[config.mk]
export PLATFORM = sky130hd
export DESIGN_NAME = streebog_host_packer
export DESIGN_NICKNAME = d
export VERILOG_FILES = /design/src/rtl/streebog_host_packer.sv
export SDC_FILE = /design/constraint.sdc
export NUM_CORES = 2
export LEC_CHECK = 0
export ABC_AREA = 1
export BUFFER_PORTS_ARGS = -buffer_cell sky130_fd_sc_hd__buf_2
export CORE_AREA = 2 2 632 634
export DETAILED_ROUTE_END_ITERATION = 10
export DIE_AREA = 0 0 634 636
export GPL_ROUTABILITY_DRIVEN = 1
export RECOVER_POWER = 50
export SETUP_SLACK_MARGIN = 0.05
export SLEW_MARGIN = 25
export SYNTH_ARGS = -nofsm -noshare
export SYNTH_HDL_FRONTEND = slang
export SYNTH_SLANG_ARGS = --single-unit
[constraint.sdc]
create_clock -name clk_i -period 4.38 [get_ports clk_i]
set_clock_uncertainty 0.15 [all_clocks]
set_input_delay 0.876 -clock clk_i [delete_from_list [all_inputs] [get_ports clk_i]]
set_output_delay 0.876 -clock clk_i [all_outputs]
set_load 0.02 [all_outputs]
[src/rtl/streebog_host_packer.sv]
`default_nettype none
// +----------------------------------------------------------------------------+
// | Module      : streebog_host_packer                                         |
// | Description : Packs a host byte stream into 512-bit blocks for the         |
// |               Streebog core and returns the normalised digest.             |
// |               Optional watchdog: define STREEBOG_HOST_TIMEOUT_EN.          |
// | Revision    : 1.0 - initial release                                        |
// +----------------------------------------------------------------------------+
module streebog_host_packer #(
  parameter int DATA_WIDTH     = 512,
  parameter int WORD_W         = 64,
  parameter int TIMEOUT_CYCLES = 4096
) (
  input  logic                                            clk_i,
  input  logic                                            rst_i,
  input  logic                                            start_i,
  input  logic                                            hash_len_i,
  input  logic [WORD_W-1:0]                               s_data_i,
  input  logic                                            s_valid_i,
  output logic                                            s_ready_o,
  input  logic                                            s_last_i,
  input  logic [((WORD_W > 8) ? $clog2(WORD_W/8) : 1)-1:0] s_bytes_i,
  input  logic                                            s_empty_i,
  output logic                                            fsm_start_req_o,
  input  logic                                            fsm_start_ack_i,
  output logic [DATA_WIDTH-1:0]                           message_o,
  output logic                                            mes_valid_o,
  input  logic                                            mes_ready_i,
  output logic                                            mes_last_o,
  output logic [9:0]                                      mes_last_len_o,
  output logic                                            hash_len_o,
  input  logic [DATA_WIDTH-1:0]                           hash_i,
  input  logic                                            hash_valid_i,
  output logic                                            hash_ready_o,
  output logic [DATA_WIDTH-1:0]                           digest_o,
  output logic                                            digest_valid_o,
  input  logic                                            digest_ready_i,
  output logic                                            busy_o,
  output logic                                            err_o
);

  localparam int BPW    = WORD_W / 8;
  localparam int NWORDS = DATA_WIDTH / WORD_W;
  localparam int SB_W   = (WORD_W > 8) ? $clog2(WORD_W/8) : 1;
  localparam int PTR_W  = (NWORDS > 1) ? $clog2(NWORDS) : 1;
  localparam int HALF   = DATA_WIDTH / 2;

  typedef enum logic [2:0] {
    S_IDLE = 3'd0,
    S_FILL = 3'd1,
    S_SEND = 3'd2,
    S_WAIT = 3'd3,
    S_DONE = 3'd4
  } state_t;

  state_t                r_state;
  state_t                w_state_next;
  logic [DATA_WIDTH-1:0] r_buf;
  logic [DATA_WIDTH-1:0] r_digest;
  logic [PTR_W-1:0]      r_ptr;
  logic                  r_last;
  logic [9:0]            r_len;
  logic                  r_req;
  logic                  r_ack_seen;
  logic                  r_hash_seen;
  logic                  r_hash_len;

  logic                  w_blk_acc;
  logic                  w_hash_acc;
  logic                  w_ack_evt;
  logic                  w_ack_done;
  logic                  w_hash_done;
  logic                  w_ptr_full;
  logic                  w_timeout;
  logic [SB_W:0]         w_nbytes;
  logic [6:0]            w_bytes_total;
  logic [WORD_W-1:0]     w_word;
  logic [DATA_WIDTH-1:0] w_digest_cap;

  assign w_blk_acc   = (r_state == S_SEND) && mes_ready_i;
  assign w_hash_acc  = (r_state == S_WAIT) && hash_valid_i;
  assign w_ack_evt   = r_req && fsm_start_ack_i;
  assign w_ack_done  = r_ack_seen || w_ack_evt;
  assign w_hash_done = r_hash_seen || w_hash_acc;
  assign w_ptr_full  = (r_ptr == PTR_W'(NWORDS-1));

  // Bytes carried by the incoming word; a zero byte count on the last word means a full word.
  always_comb begin
    w_nbytes = (SB_W+1)'(BPW);
    if (s_last_i && s_empty_i)
      w_nbytes = '0;
    else if (s_last_i && (s_bytes_i != '0))
      w_nbytes = {1'b0, s_bytes_i};
  end

  assign w_bytes_total = 7'(r_ptr) * 7'(BPW) + 7'(w_nbytes);

  always_comb begin
    w_word = '0;
    for (int b = 0; b < BPW; b++) begin
      if (b < int'(w_nbytes))
        w_word[b*8 +: 8] = s_data_i[b*8 +: 8];
    end
  end

  // 256-bit digests live in the upper half of the core output.
  assign w_digest_cap = r_hash_len ? hash_i : {{HALF{1'b0}}, hash_i[DATA_WIDTH-1 -: HALF]};

  always_ff @(posedge clk_i) begin
    if (rst_i)
      r_state <= S_IDLE;
    else
      r_state <= w_state_next;
  end

  always_comb begin
    w_state_next   = r_state;
    s_ready_o      = 1'b0;
    mes_valid_o    = 1'b0;
    hash_ready_o   = 1'b0;
    digest_valid_o = 1'b0;
    case (r_state)
      S_IDLE: begin
        if (start_i)
          w_state_next = S_FILL;
      end
      S_FILL: begin
        s_ready_o = 1'b1;
        if (s_valid_i && (s_last_i || w_ptr_full))
          w_state_next = S_SEND;
      end
      S_SEND: begin
        mes_valid_o = 1'b1;
        if (w_timeout)
          w_state_next = S_IDLE;
        else if (mes_ready_i)
          w_state_next = r_last ? S_WAIT : S_FILL;
      end
      S_WAIT: begin
        hash_ready_o = 1'b1;
        if (w_timeout)
          w_state_next = S_IDLE;
        else if (w_ack_done && w_hash_done)
          w_state_next = S_DONE;
      end
      S_DONE: begin
        digest_valid_o = 1'b1;
        if (digest_ready_i)
          w_state_next = S_IDLE;
      end
      default: w_state_next = S_IDLE;
    endcase
  end

  always_ff @(posedge clk_i) begin
    if (rst_i) begin
      r_buf       <= '0;
      r_digest    <= '0;
      r_ptr       <= '0;
      r_last      <= 1'b0;
      r_len       <= '0;
      r_req       <= 1'b0;
      r_ack_seen  <= 1'b0;
      r_hash_seen <= 1'b0;
      r_hash_len  <= 1'b0;
    end else begin
      // The request is held only until the core acknowledges it, independent of block flow.
      if (w_ack_evt) begin
        r_req      <= 1'b0;
        r_ack_seen <= 1'b1;
      end
      if (w_timeout)
        r_req <= 1'b0;
      case (r_state)
        S_IDLE: begin
          if (start_i) begin
            r_req       <= 1'b1;
            r_ack_seen  <= 1'b0;
            r_hash_seen <= 1'b0;
            r_hash_len  <= hash_len_i;
            r_buf       <= '0;
            r_ptr       <= '0;
            r_last      <= 1'b0;
            r_len       <= '0;
          end
        end
        S_FILL: begin
          if (s_valid_i) begin
            r_buf[r_ptr*WORD_W +: WORD_W] <= w_word;
            if (s_last_i) begin
              r_last <= 1'b1;
              r_len  <= {w_bytes_total, 3'b000};
            end else if (w_ptr_full) begin
              r_last <= 1'b0;
              r_len  <= '0;
            end else begin
              r_ptr <= r_ptr + 1'b1;
            end
          end
        end
        S_SEND: begin
          if (w_blk_acc && !r_last && !w_timeout) begin
            r_buf <= '0;
            r_ptr <= '0;
          end
        end
        S_WAIT: begin
          if (w_hash_acc && !r_hash_seen) begin
            r_hash_seen <= 1'b1;
            r_digest    <= w_digest_cap;
          end
        end
        default: ;
      endcase
    end
  end

`ifdef STREEBOG_HOST_TIMEOUT_EN
  localparam int TMR_W = $clog2(TIMEOUT_CYCLES + 1);

  logic [TMR_W-1:0] r_timer;
  logic             r_err;
  logic             w_counting;
  logic             w_hs;

  assign w_counting = (r_state == S_SEND) || (r_state == S_WAIT);
  assign w_hs       = w_blk_acc || w_hash_acc || w_ack_evt;
  assign w_timeout  = w_counting && !w_hs && (r_timer == TMR_W'(TIMEOUT_CYCLES-1));

  always_ff @(posedge clk_i) begin
    if (rst_i) begin
      r_timer <= '0;
      r_err   <= 1'b0;
    end else begin
      if (!w_counting || w_hs || w_timeout)
        r_timer <= '0;
      else
        r_timer <= r_timer + 1'b1;
      if ((r_state == S_IDLE) && start_i)
        r_err <= 1'b0;
      else if (w_timeout)
        r_err <= 1'b1;
    end
  end

  assign err_o = r_err;
`else
  assign w_timeout = 1'b0;
  assign err_o     = 1'b0;
`endif

  assign message_o       = r_buf;
  assign mes_last_o      = r_last;
  assign mes_last_len_o  = r_len;
  assign fsm_start_req_o = r_req;
  assign hash_len_o      = r_hash_len;
  assign digest_o        = r_digest;
  assign busy_o          = (r_state != S_IDLE);

endmodule
`default_nettype wire

Word-level counts from Yosys, hierarchy flattened
Index checks and enable logic that the tools add are counted. W data, S select, Z words.

Multiplexer cells: 51. Add/subtract/negate cells: 3. Multiply operators: 0. Equal/unequal tests: 16. $lt $le $gt $ge: 8. Reductions and logical operators: 27. Shift operators: 2. Bitwise operators: 0. Div/mod/pow operators: 0.

Operator list (count): $mux W512 (4); $pmux W512 S3 (1); $bwmux W512 (1); $shift A64 B34 Y512 const A (1); $shiftx A64 B34 Y512 (1); $mux W8 (8); $mux W10 (4); $neg A9 Y34 (1); $mux W3 (10); $pmux W10 S2 (1); $lt A3 B4 Y1 const A (4); $mux W1 (15); $pmux W3 S5 (1); $ne A2 B2 Y1 const B (7); $logic_and A1 B1 Y1 (9); $pmux W3 S3 (1); $reduce_bool A3 Y1 (3); $lt A1 B4 Y1 const A (2); $lt A2 B4 Y1 const A (2); $mux W4 (2); $reduce_and A4 Y1 (2); $add A6 B4 Y7 (1); $eq A3 B2 Y1 const B (2); $eq A3 B3 Y1 const B (2); other kinds (14) (22).

Logic and storage cells: 117. Memories: 0. Bits in latches: 0. Bits in writable memories: 0. ROM bits: 0. Register bits after elaboration: 1045.

Longest topological paths before layout
Word-level depth: 10. Gate-level depth with buffers: 12. Mapped depth without buffers: 11.

Least setup slack after synthesis
Ideal clock, no wire load.

Kind: input to register. From: input start_i. To: register r_buf[268] (netlist: message_o[268]). Stages: 9. Path buffers: 2. Arrival: 2036 ps. Slack: 2062 ps. Path through: inv_1 -> nand3_1 -> o21ai_2 -> nor2_4 -> buf_6 -> nand3_2 -> buf_2 -> nand2_1 -> a21oi_1.

Word-level cells in the longest chain between the ends: 2.

RTL lines: from (decl) (line 16) `input logic start_i,`; $ne A2 B2 Y1 (no source line); $reduce_and A4 Y1 (no source line); to (signal, indexed assignment) (line 189) `r_buf[r_ptr*WORD_W +: WORD_W] <= w_word;`; to (decl) (line 58) `logic [DATA_WIDTH-1:0] r_buf;`.

Every way passes these cells. A chain may end at the register's enable or synchronous reset.

Worst setup path after layout
From: register r_state[1]. To: register r_buf[1] (netlist: message_o[1]).

Word-level cells in the longest chain between the ends: 5. Elaborated cells on any way between the ends: 11.

RTL lines: from (decl) (line 56) `state_t r_state;`; from (signal assigned) (line 113) `r_state <= w_state_next;`; $eq A3 B2 Y1 (line 80, 174); $logic_and A1 B1 Y1 (line 80) `assign w_blk_acc = (r_state == S_SEND) && mes_ready_i;`; $logic_and A1 B1 Y1 (line 202) `if (w_blk_acc && !r_last && !w_timeout) begin`; $ne A2 B1 Y1 (no source line); $reduce_and A4 Y1 (no source line).

Several ways; a longest one is shown, not always the timed one.

==> metrics.txt <==
status=finished, final reports clean; number of warnings reported in the yosys synthesis log=0; type of the most critical hold path=input port to register; initial antenna violation count=204; total core area=397,000 µm²; number of storage elements in the synthesis netlist=1,042; Worst Setup Path Type=register to register; total area of multi-input combinational cells=17,400 µm²; Die Span Y=between 600 and 700 µm; final hold violation count=0; critical path, cell by cell=nor2_1, nand2_1, inv_1, nand4_4, nor2_4, nand3_1, a21oi_1; Period minus WS final=3.76 ns; maximum clock insertion buffer count=4; peak fanout along the critical path=18; fin nets=7,497; detailed-route via count=about 47,000; top cell type's share of synthesized area=0.511; worst rel slew slack=0.248; Critical Path End Type=register; Final Util=0.147; worst-case hold path end point=digest_o[1]$_SDFFE_PP0P_; final critical-path setup slack=a little over 0.6 ns; setup violators final=0; Root Buffer=clkbuf_16; Detail Route Antenna Nets=0; area used by sequential logic in the layout=20,900 µm²; # hold bufs at CTS=0; # resized after CTS=0; Vias/cell=3.83; TritonCTS Buffers=139; worst-case reg-to-reg path depth=7; clock transition at the registers of the reported paths=0.06 ns; most used cells in the layout excluding fill and tap cells=nand2_1 (1,564), dfxtp_1 (1,041), clkbuf_1 (1,016); Reg2Reg Capture Point=message_o[1]$_SDFFE_PP0P_; CP max stage cell=nor2_4; instance count along the most critical hold path=3; fraction of final layout cells with drive strength greater than 1=0.142; WP data arrival=approximately 4.4 ns; Chip Width=634 µm; Clock Sink Count=1,042; Fmax achieved=0.266 GHz; floorplan row count=232; wire length of the first global-routing pass=approximately 450 mm; Port Buffer Count=1,628; setup repair after global routing missed its margin=false; weighted congestion reported at the end of routability-driven placement=0.982; Leak Pwr=roughly 20 nW; Total Routed Length=roughly 360 mm; maximum number of pins on one net before global-route repair=170; initial standard-cell utilization of the core=0.103; launching point of the worst reg2reg path=r_state[1]$_SDFFE_PP0P_; Max VDD drop=0.000735 V; overall routing resource usage=0.168; Worst R2R Setup Slack=0.62 ns; drt first pass iters=6; overall power consumption=approximately 29 mW; drt drc=0; portion of the clock cycle consumed by the worst path in the final layout=0.859; TritonCTS clock tree=built; clock latency reported for the late side of the worst-skew pair=0.87 ns; count of buffers added by post-CTS timing repair for setup=0; beginning of the worst hold path=hash_i[1]; Cells after Synth=5,497; sequential element share of the synthesized area=0.511; number of DRC markers after the initial detailed-route iteration=4,572; startpoint type of the worst setup path=register; Routed wire per std cell=~29 µm; Tightest Pin Transition=about 1.1 ns; # IOs=1,633; grt total ovfl=0; unique cell type count in the Yosys netlist=29; count of maximum capacitance violations=0; worst slack at placement=0.775 ns; CP peak stage delay=0.78 ns; placed wire-length estimate after detailed placement=295 mm; number of H-tree levels=4; data required time at the worst endpoint=4.98 ns; filler cell count=roughly 46,000; area of the die=403,000 µm²; via count of the first global-routing pass=43,600; P per Cell Area=497 nW/µm²; Cell Area, Synth=40,900 µm²; most common cell after layout, fill and taps aside=nand2_1; area growth from synthesis to final layout=43.0%; largest area contributor in the netlist=dfxtp_1; post-route setup TNS=0 ns; fin. max-slew vios=0; cell types with the largest area share after synthesis=dfxtp_1 (51%), nand2_1 (14%), a21oi_1 (8.4%); Avg Inst Size Synth=7.43 µm²
-- critical path, delay by kind of cell (launching register included) --
kind | cells | cell delay (ns)
simple gates | 5 | 2.15
buf+inv | 1 | 0.73
flops | 1 | 0.34
compound gates | 1 | 0.26
-- stage by stage --
step                hold slack (ns)  cell area (µm²)  cells
floorplan                     0.298            40900   5500
detailed placement            0.300            54800  12000
global placement              0.296            54800  12000
CTS                          0.0345            59300  12300
global route                  0.102            58300  12400
finish                        0.146            58400  12400
-- cell type report --
cell class | instances | area share
Antenna cell | 130 | 0.00557
Clock buffer | 190 | 0.0686
Clock inverter | 48 | 0.00876
Inverter | 163 | 0.0109
Multi-Input combinational cell | 3819 | 0.299
Sequential cell | 1042 | 0.357
Tap cell | 5265 | 0.113
Timing Repair Buffer | 1733 | 0.138
-- power by group --
group | internal [mW] | switching, mW
clock | 6.79 | 4.94
sequential | 9.77 | 0.244
combinational | 1.32 | 5.97
-- synth_stat cells --
master	instances
nand3_2	8
nand3b_4	4
xor2_1	1
a21oi_1	686
nand3_4	2
buf_2	109
nor2_4	3
and2_1	1
o21a_1	2
clkinv_1	3
nor3_1	74
nor2_1	377
inv_1	154
nand4_4	1
a21o_1	1
nand2_1	1564
buf_6	7
conb_1	1
ha_1	9
o21ai_0	262
nand3_1	507
dfxtp_1	1042
nand4_1	54
buf_4	27
or2_2	2
clkbuf_1	333
inv_2	6
o21ai_2	1
a31oi_1	256
-- per-layer routing --
metal  vias to the layer above  share of wire  wire length, µm  global-route usage
met5                         -         0.0011              396                   0
met4                        58          0.078            27600               0.117
met3                       833           0.10            36700              0.0658
met2                      2617           0.49           175000               0.292
met1                     22700           0.33           117000               0.163
li1                      21300              -                -                   -
-- kinds of logic (layout without fill, tap and decap cells) --
| group | after synthesis | after routing | synth area share |
|---|---|---|---|
| AO/OA/AOI/OAI | 1208 | 1208 | 0.156 |
| other | 1 | 134 | 0.0000918 |
| XOR/XNOR | 1 | 1 | 0.000214 |
| buffers and inverters | 639 | 2134 | 0.0658 |
| adder cells (fa/ha/maj) | 9 | 9 | 0.00276 |
| AND/OR/NAND/NOR | 2597 | 2597 | 0.264 |
| flip-flops | 1042 | 1042 | 0.511 |
-- worst max path at each step --
stage               slack, ns                     endpoint  depth (start not counted)                     from
global placement         0.84  message_o[302]$_SDFFE_PP0P_                          9                  start_i
global route             0.58                    s_ready_o                          4  r_state[1]$_SDFFE_PP0P_
finish                   0.62    message_o[1]$_SDFFE_PP0P_                          7  r_state[1]$_SDFFE_PP0P_
detailed placement       0.77  message_o[288]$_SDFFE_PP0P_                          9                  start_i
CTS                      0.94                    s_ready_o                          4  r_state[2]$_SDFFE_PP0P_
floorplan                2.06  message_o[268]$_SDFFE_PP0P_                          9                  start_i
-- flip-flops by register name, indices dropped and copies added (netlist names) --
name             cells
r_ptr                3
r_ack_seen           1
r_state              3
message_o          512
fsm_start_req_o      1
r_hash_seen          1
mes_last_len_o       7
digest_o           512
mes_last_o           1
hash_len_o           1
No activity file was read; power rests on OpenSTA's default activity.
